## src/rtl/fu_scheduler.sv

```systemverilog
// rtl/fu_scheduler.sv - FU readiness / writeback-slot scheduler with CSR serialisation.
// Optional FU_SCHED_PERF_EN adds per-class stall counters (perf_stall, perf_clr).
module fu_scheduler #(
  parameter int iwd    = 2,
  parameter int ewd    = 2,
  parameter int mullat = 3,
  parameter int divlat = 16
) (
  input  logic                         clk,
  input  logic                         rst,
  input  logic                         mem_ready,
  input  logic [iwd-1:0]               iss_valid,
  input  logic [iwd-1:0][4:0]          iss_fu,
  output logic [iwd-1:0]               issue,
  output logic [4:0]                   fu_ready,
  input  logic                         red_valid,
  input  logic                         red_div_kill,
`ifdef FU_SCHED_PERF_EN
  input  logic                         perf_clr,
  output logic [4:0][31:0]             perf_stall,
`endif
  output logic [$clog2(divlat)+2:0]    inflight
);

  localparam int CW      = $clog2(ewd + 1);
  localparam int TW      = $clog2(divlat + 1);
  localparam int DCW     = $clog2(divlat);
  localparam int IFW     = $clog2(divlat) + 3;
  localparam int MUL_CHK = (mullat < divlat) ? mullat + 1 : divlat;
  localparam logic [CW-1:0] EWD_C = CW'(ewd);

  logic [CW-1:0]  rsv   [1:divlat];
  logic [CW-1:0]  rsv_n [1:divlat];
  logic [DCW-1:0] divcnt, divcnt_n;
  logic [IFW-1:0] inflight_n, ngrant;
  logic [4:0]     ready_n;
  logic [TW-1:0]  tgt;
  logic           ok, any_g, div_g, mem_g, csr_g;

  // rsv_n starts as the shifted state and doubles as the running copy for lane-ordered grants.
  always_comb begin
    for (int d = 1; d < divlat; d++) rsv_n[d] = rsv[d+1];
    rsv_n[divlat] = '0;
    issue  = '0;
    ngrant = '0;
    any_g  = 1'b0;
    div_g  = 1'b0;
    mem_g  = 1'b0;
    csr_g  = 1'b0;
    tgt    = '0;
    ok     = 1'b0;
    for (int i = 0; i < iwd; i++) begin
      tgt = '0;
      ok  = 1'b0;
      if (iss_fu[i][0]) begin
        tgt = TW'(1);
        ok  = fu_ready[0];
      end else if (iss_fu[i][1]) begin
        ok  = fu_ready[1] && mem_ready && !mem_g;
      end else if (iss_fu[i][2]) begin
        tgt = TW'(mullat);
        ok  = fu_ready[2];
      end else if (iss_fu[i][3]) begin
        tgt = TW'(divlat);
        ok  = fu_ready[3] && (divcnt == '0) && !div_g;
      end else if (iss_fu[i][4]) begin
        tgt = TW'(1);
        ok  = fu_ready[4] && (inflight == '0) && !any_g && (i == 0);
      end
      if (tgt != '0 && rsv_n[tgt] >= EWD_C) ok = 1'b0;
      if (rst || red_valid || csr_g || !iss_valid[i]) ok = 1'b0;
      if (ok) begin
        issue[i] = 1'b1;
        any_g    = 1'b1;
        if (tgt != '0) begin
          rsv_n[tgt] = rsv_n[tgt] + CW'(1);
          ngrant     = ngrant + IFW'(1);
        end
        mem_g = mem_g | iss_fu[i][1];
        div_g = div_g | iss_fu[i][3];
        csr_g = csr_g | iss_fu[i][4];
      end
    end
  end

  always_comb begin
    inflight_n = inflight + ngrant - IFW'(rsv[1]);
    if (div_g)                          divcnt_n = DCW'(divlat - 1);
    else if (red_valid && red_div_kill) divcnt_n = '0;
    else if (divcnt != '0)              divcnt_n = divcnt - DCW'(1);
    else                                divcnt_n = divcnt;
    ready_n[0] = rsv_n[2] < EWD_C;
    ready_n[1] = mem_ready;
    ready_n[2] = rsv_n[MUL_CHK] < EWD_C;
    ready_n[3] = (divcnt_n == '0) && (rsv_n[divlat] < EWD_C);
    ready_n[4] = inflight_n == '0;
  end

  always_ff @(posedge clk) begin
    if (rst) begin
      for (int d = 1; d <= divlat; d++) rsv[d] <= '0;
      divcnt   <= '0;
      inflight <= '0;
      fu_ready <= 5'b11101;
    end else begin
      for (int d = 1; d <= divlat; d++) rsv[d] <= rsv_n[d];
      divcnt   <= divcnt_n;
      inflight <= inflight_n;
      fu_ready <= ready_n;
    end
  end

`ifdef FU_SCHED_PERF_EN
  logic [4:0] stall;

  always_comb begin
    stall = '0;
    for (int i = 0; i < iwd; i++)
      for (int k = 0; k < 5; k++)
        if (iss_valid[i] && iss_fu[i][k] && !issue[i]) stall[k] = 1'b1;
  end

  always_ff @(posedge clk) begin
    if (rst || perf_clr) begin
      perf_stall <= '0;
    end else begin
      for (int k = 0; k < 5; k++)
        if (stall[k] && perf_stall[k] != '1) perf_stall[k] <= perf_stall[k] + 32'd1;
    end
  end
`endif

endmodule

```

## config.mk

```make
export PLATFORM = sky130hd
export DESIGN_NAME = fu_scheduler
export DESIGN_NICKNAME = d
export VERILOG_FILES = /design/src/rtl/fu_scheduler.sv
export SDC_FILE = /design/constraint.sdc
export NUM_CORES = 1
export LEC_CHECK = 0
export ABC_CLOCK_PERIOD_IN_PS = 6000
export BUFFER_PORTS_ARGS = -buffer_cell sky130_fd_sc_hd__buf_2
export CORE_MARGIN = 3
export CORE_UTILIZATION = 50
export CTS_CLUSTER_DIAMETER = 40
export DETAILED_ROUTE_END_ITERATION = 8
export GPL_TIMING_DRIVEN = 0
export MAX_ROUTING_LAYER = met4
export PLACE_DENSITY = 0.71
export REMOVE_ABC_BUFFERS = 1
export SLEW_MARGIN = 0
export SYNTH_ARGS = -nofsm -noshare
export SYNTH_HDL_FRONTEND = slang
export SYNTH_SLANG_ARGS = --single-unit
export TNS_END_PERCENT = 20
```

## constraint.sdc

```tcl
create_clock -name clk -period 6 [get_ports clk]
set_clock_uncertainty 0.05 [all_clocks]
set_input_delay 0.3 -clock clk [delete_from_list [all_inputs] [get_ports clk]]
set_output_delay 0.3 -clock clk [all_outputs]
set_load 0.05 [all_outputs]
```

Word level (Yosys, flattened, before mapping)
Memories as Yosys holds them, arrays and structs flattened.
Index checks and enable logic that the tools add are counted.
{ "totals": {"ff_bits": 16, "ramBits": 32, "in_bits": 17, "out_inout_bits": 14, "n_memories": 1} }
{ "op_classes": {"addsub": 6, "magnitude_cmp": 9, "n_mux": 71, "bitwise": 19, "n_reduce_logical": 26} }
{ "memory_table": {"columns": ["name", "depth", "width", "rd", "rd_clocked_by_memory_dff", "write_ports", "line_no", "text"], "rows": [
  ["rsv", 16, 2, 16, 0, 16, "32", "logic [CW-1:0] rsv [1:divlat];"]
]} }
{ "ops": {"columns": ["operator", "n"], "rows": [
  ["two-way mux 32 bit", 4],
  ["bitwise mux 32 bit", 2],
  ["two-way mux 2 bit", 22],
  ["two-way mux 5 bit", 8],
  ["two-way mux 1 bit", 26],
  ["binary-select mux 2 bit (select 5 bit)", 2],
  ["demux 2 bit (select 5 bit)", 2],
  ["bitwise OR 1 bit", 17],
  ["logical NOT 7 bit", 2],
  ["two-way mux 7 bit", 2],
  [">= comparator 6 bit, second input constant", 2],
  ["< comparator 6 x 1 -> 1 bit, second input constant", 2],
  ["two-way mux 4 bit", 3],
  ["NOT 5 -> 6 bit", 2],
  ["logical AND 1 bit", 11],
  ["nonzero test 5 bit", 2],
  ["logical NOT 4 bit", 2],
  ["adder 7 x 1 -> 7 bit, second input constant", 1],
  ["adder 7 bit", 1],
  ["subtractor 7 x 2 -> 7 bit", 1],
  ["< comparator 2 bit, second input constant", 3],
  ["adder 2 x 1 -> 2 bit, second input constant", 2],
  [">= comparator 2 bit, second input constant", 2],
  ["logical NOT 1 bit", 4],
  ["other kinds (3)", 6]
]} }

Longest topological paths before layout
{ "logic_depth": {"word_depth": 26, "depth_mapped": 21} }

Least setup slack after synthesis
No wires, ideal clock.
{ "synth_path": {"path_type": "register to register", "from": "register fu_ready[4]", "to": "register fu_ready[4]", "setup_time_ns": 0.116, "arrival_time_ns": 4.255, "required_time_ns": 5.834, "slack_ns": 1.578, "stages_incl_launch_ff": 20, "cell_sequence": "dfxtp_1 -> nor4b_1 -> a211oi_2 -> a2bb2oi_2 -> and2_1 -> o21a_1 -> ha_1 -> mux2i_1 -> ha_1 -> inv_1 -> ha_1 -> inv_1 -> fa_1 -> nand2b_1 -> a21oi_1 -> o21ai_0 -> a21oi_1 -> nor2_1 -> xnor2_1 -> a41o_1"} }
{ "synth_via": {"elab_chain_cells": 21} }
{ "synth_rtl": {"columns": ["item", "line_no", "text"], "rows": [
  ["from (decl)", "15", "output logic [4:0] fu_ready,"],
  ["from (signal assigned)", "109", "fu_ready <= ready_n;"],
  ["logical AND 1 bit (*)", null, null],
  ["two-way mux 1 bit (*)", "66", "end else if (iss_fu[i][4]) begin"],
  ["two-way mux 1 bit (*)", "63", "end else if (iss_fu[i][3]) begin"],
  ["two-way mux 1 bit (*)", "60", "end else if (iss_fu[i][2]) begin"],
  ["two-way mux 1 bit (*)", "58", "end else if (iss_fu[i][1]) begin"],
  ["two-way mux 1 bit (*)", "55", "if (iss_fu[i][0]) begin"],
  ["two-way mux 1 bit (*)", "70", "if (tgt != '0 && rsv_n[tgt] >= EWD_C) ok = 1'b0;"],
  ["two-way mux 1 bit (*)", "71", "if (rst || red_valid || csr_g || !iss_valid[i]) ok = 1'b0;"],
  ["branches (longest 9 deep; another with >= comparator 2 bit)", null, null],
  ["two-way mux 7 bit (*)", "72", "if (ok) begin"],
  ["adder 7 bit (*)", "87", "inflight_n = inflight + ngrant - IFW'(rsv[1]);"],
  ["subtractor 7 x 2 -> 7 bit (*)", "87", null],
  ["logical NOT 7 bit (*)", "96", "ready_n[4] = inflight_n == '0;"]
]} }
Mark *: on every way between the ends. The select of a mux whose other input is x is not followed.
A chain may end at the register's enable or synchronous reset.

Worst setup path after layout
{ "layout_path": {"from": "register divcnt[0]", "to": "register fu_ready[4]"} }
{ "layout_via": {"elab_chain_cells": 21} }
{ "layout_rtl": {"columns": ["item", "line_no", "text"], "rows": [
  ["from (decl)", "34", "logic [DCW-1:0] divcnt, divcnt_n;"],
  ["from (signal assigned)", "107", "divcnt <= divcnt_n;"],
  ["logical NOT 4 bit (*)", "65", "ok = fu_ready[3] && (divcnt == '0) && !div_g;"],
  ["logical AND 1 bit (*)", "65", null],
  ["branches (longest 15 deep; another with >= comparator 2 bit)", null, null],
  ["two-way mux 7 bit (*)", "72", null],
  ["adder 7 bit (*)", "87", null],
  ["subtractor 7 x 2 -> 7 bit (*)", "87", null],
  ["logical NOT 7 bit (*)", "96", null]
]} }
Marks and branches as above.

==> impl_metrics.env <==
export IMPL_hold_viol_final=0
export IMPL_power_density_mw_per_mm2=377
export IMPL_dpl_cell_area_mm2=0.00251
export IMPL_root_buffer="clkbuf_8"
export IMPL_crit_required_ns=6.14
export IMPL_slew_headroom=0.481
export IMPL_cts_tree="yes"
export IMPL_synth_warnings=0
export IMPL_status="completed"
export IMPL_setup_viol=0
export IMPL_floorplan_rows=24
export IMPL_core_area_mm2=0.00444
export IMPL_path_buf_inv=3
export IMPL_drive_gt1_frac=0.160
export IMPL_grt_max_degree=47
export IMPL_dr_total_vias=1796
export IMPL_grt_pass1_vias=1679
export IMPL_crit_type="register to register"
export IMPL_synth_top_cell_by_area="dfxtp_1"
export IMPL_critPathSlowestCell="fa_1"
export IMPL_cts_resized_gates=0
export IMPL_dieArea_mm2=0.00553
export IMPL_clock_latency_ns=0.30
export IMPL_drc=0
export IMPL_postSynthCellCount=253
export IMPL_worstPathCellList="inv_1, ha_1, nor3b_4, nand4b_1, a221o_1, a311oi_4, o2111a_2, mux2i_1, ha_1, inv_1, ha_1, inv_1, fa_1, nand2b_1, a21oi_1, o21ai_0, a21oi_1, nor2_1, xnor2_1, a41o_1"
export IMPL_min_path_type="primary input to register"
export IMPL_clockBufferDepth=2
export IMPL_slowest_delay_ns=0.39
export IMPL_wl_um=4340
export IMPL_finish_utilization=0.582
export IMPL_layout_commonest_cell="dfxtp_1"
export IMPL_min_period_ns=4.56
export IMPL_rsz0062_at_grt="no"
export IMPL_worstSetupEndpointType="register"
export IMPL_antenna_found_initial=0
export IMPL_max_cap_viol_count=0
export IMPL_area_delta_synth_final_pct=10.8
export IMPL_cp_max_fo=7
export IMPL_routed_via_density=5.39
export IMPL_firstDrtPassIters=4
export IMPL_io_pins=31
export IMPL_worstMarginPinSlew_ns=0.779
export IMPL_pre_cts_ws_ns=1.47
export IMPL_die_h_um=74.4
export IMPL_grt_overflow_total=0
export IMPL_num_nets_final=312
export IMPL_numPortBuffers=30
export IMPL_async_reset_ff_frac=0
export IMPL_drt_wirelength_per_cell_um=13.0
export IMPL_syn_area_mm2=0.00234
export IMPL_dp_hpwl_um=3130
export IMPL_clock_fmax_mhz=219
export IMPL_synth_distinct_cells=53
export IMPL_mostFrequentLayoutCells="dfxtp_1, nor2b_1, buf_2"
export IMPL_place_gp_congestion=0.788
export IMPL_synth_top_cell_area_share=0.411
export IMPL_yosys_top_cells_area="dfxtp_1, nor2b_1, ha_1"
export IMPL_ys_flop_type="dfxtp_1"
export IMPL_cp_start_kind="register"
export IMPL_fin_tns_setup_ns=0
export IMPL_grt_pass1_wl_um=7580
export IMPL_drv_slew=0
export IMPL_setup_ws_ns=1.44
export IMPL_ir_drop_uv=275
export IMPL_fp_dieW_um=74.4
export IMPL_grt_usage=0.182
export IMPL_synth_edf_count=0
export IMPL_p_leak_nw=1.08
export IMPL_start_util=0.526
export IMPL_ctsHoldBuffers=0
export IMPL_htreeDepth=2
export IMPL_timing_final_crit_share=0.761
export IMPL_cts_sinks=48
export IMPL_ys_seq_area_frac=0.411
export IMPL_antenna_cells_inserted=0
export IMPL_cts_buffers=5
export IMPL_ant_nets=0
export IMPL_drt_iter0_drc=83
export IMPL_post_cts_buffers=0
export IMPL_syn_avg_cell_area_um2=9.23
export IMPL_cp_arrival_ns=4.71
export IMPL_crit_family="compound AO/OA/AOI/OAI gates"
export IMPL_post_route_cell_area_mm2=0.00259
export IMPL_ys_seq_elements=48
export IMPL_path_clk_slew_ns=0.09
[worst register-to-register path, cell delays in order, from the launching register on]
cell and delay, ns:
dfxtp_1 0.34, inv_1 0.16, ha_1 0.22, nor3b_4 0.33, nand4b_1 0.13, a221o_1 0.37, a311oi_4 0.34, o2111a_2 0.35
mux2i_1 0.21, ha_1 0.25, inv_1 0.06, ha_1 0.16, inv_1 0.06, fa_1 0.39, nand2b_1 0.16, a21oi_1 0.17
o21ai_0 0.12, a21oi_1 0.16, nor2_1 0.07, xnor2_1 0.14, a41o_1 0.24
[power by group]
part	internal (mW)	leakage, nW	switching, mW
sequential	0.353	0.391	0.0348
combinational	0.158	0.651	0.247
clock	0.0790	0.0400	0.104
total	0.589	1.08	0.386
[per-stage QoR]
stage                     power [mW]  hold slack [ns]  cells
after floorplan                0.712            0.317    244
after global placement         0.793            0.367    326
after detailed placement       0.796            0.376    326
after CTS                      0.983            0.180    333
after global routing            1.05            0.193    333
final                          0.975            0.192    333
[registers in the layout (all words and copies together), names as in the netlist]
signal    flops
divcnt        4
fu_ready      5
inflight      7
rsv          32
[metal layers]
| metal | vias up | routed length, um | GRT usage |
|---|---|---|---|
| met5 | - | 0 | - |
| met4 | 0 | 65 | 0.0652 |
| met3 | 6 | 265 | 0.0432 |
| met2 | 49 | 1800 | 0.262 |
| met1 | 813 | 2210 | 0.249 |
| li1 | 928 | - | - |
[Yosys cell counts (3+ instances only)]
library cell,n
xor2_1,4
dfxtp_1,48
nor3b_1,5
nor3_1,4
nand2b_1,3
nand4b_1,3
ha_1,12
a21o_1,3
nand2_1,13
inv_1,19
nor2_1,17
a21oi_1,19
clkbuf_1,6
nand3_1,10
nor4b_1,3
nor2b_1,32
o21ai_0,5
xnor2_1,4
[kinds of logic (layout without fill, tap and decap cells)]
kind of cell	Yosys count	after routing	share of synthesized area
buf+inv	28	56	0.0498
compound gates	50	50	0.163
fa+ha+maj	14	14	0.0814
simple gates	102	102	0.254
xor+xnor	8	8	0.0300
other cells	1	1	0.00161
flops	48	48	0.411
mux	2	2	0.00857
[cell type report]
cell class	count	area, um^2
inverters	19	71.3
clock buffers	5	68.8
flip-flops and latches	48	961
fillers	426	1860
repair buffers	30	150
multi-input cells	177	1260
clock inverters	2	12.5
well taps	52	65.1
[worst paths after layout]
path	start	cells past startpoint	endpoint	slack, ns
max	divcnt[0]	20	fu_ready[4]	1.44
min	mem_ready	2	fu_ready[1]	0.19
max reg2reg	divcnt[0]	20	fu_ready[4]	1.44
min reg2reg	rsv[0][33]	1	rsv[0][31]	0.39
Power figures use the tool's default switching activity.
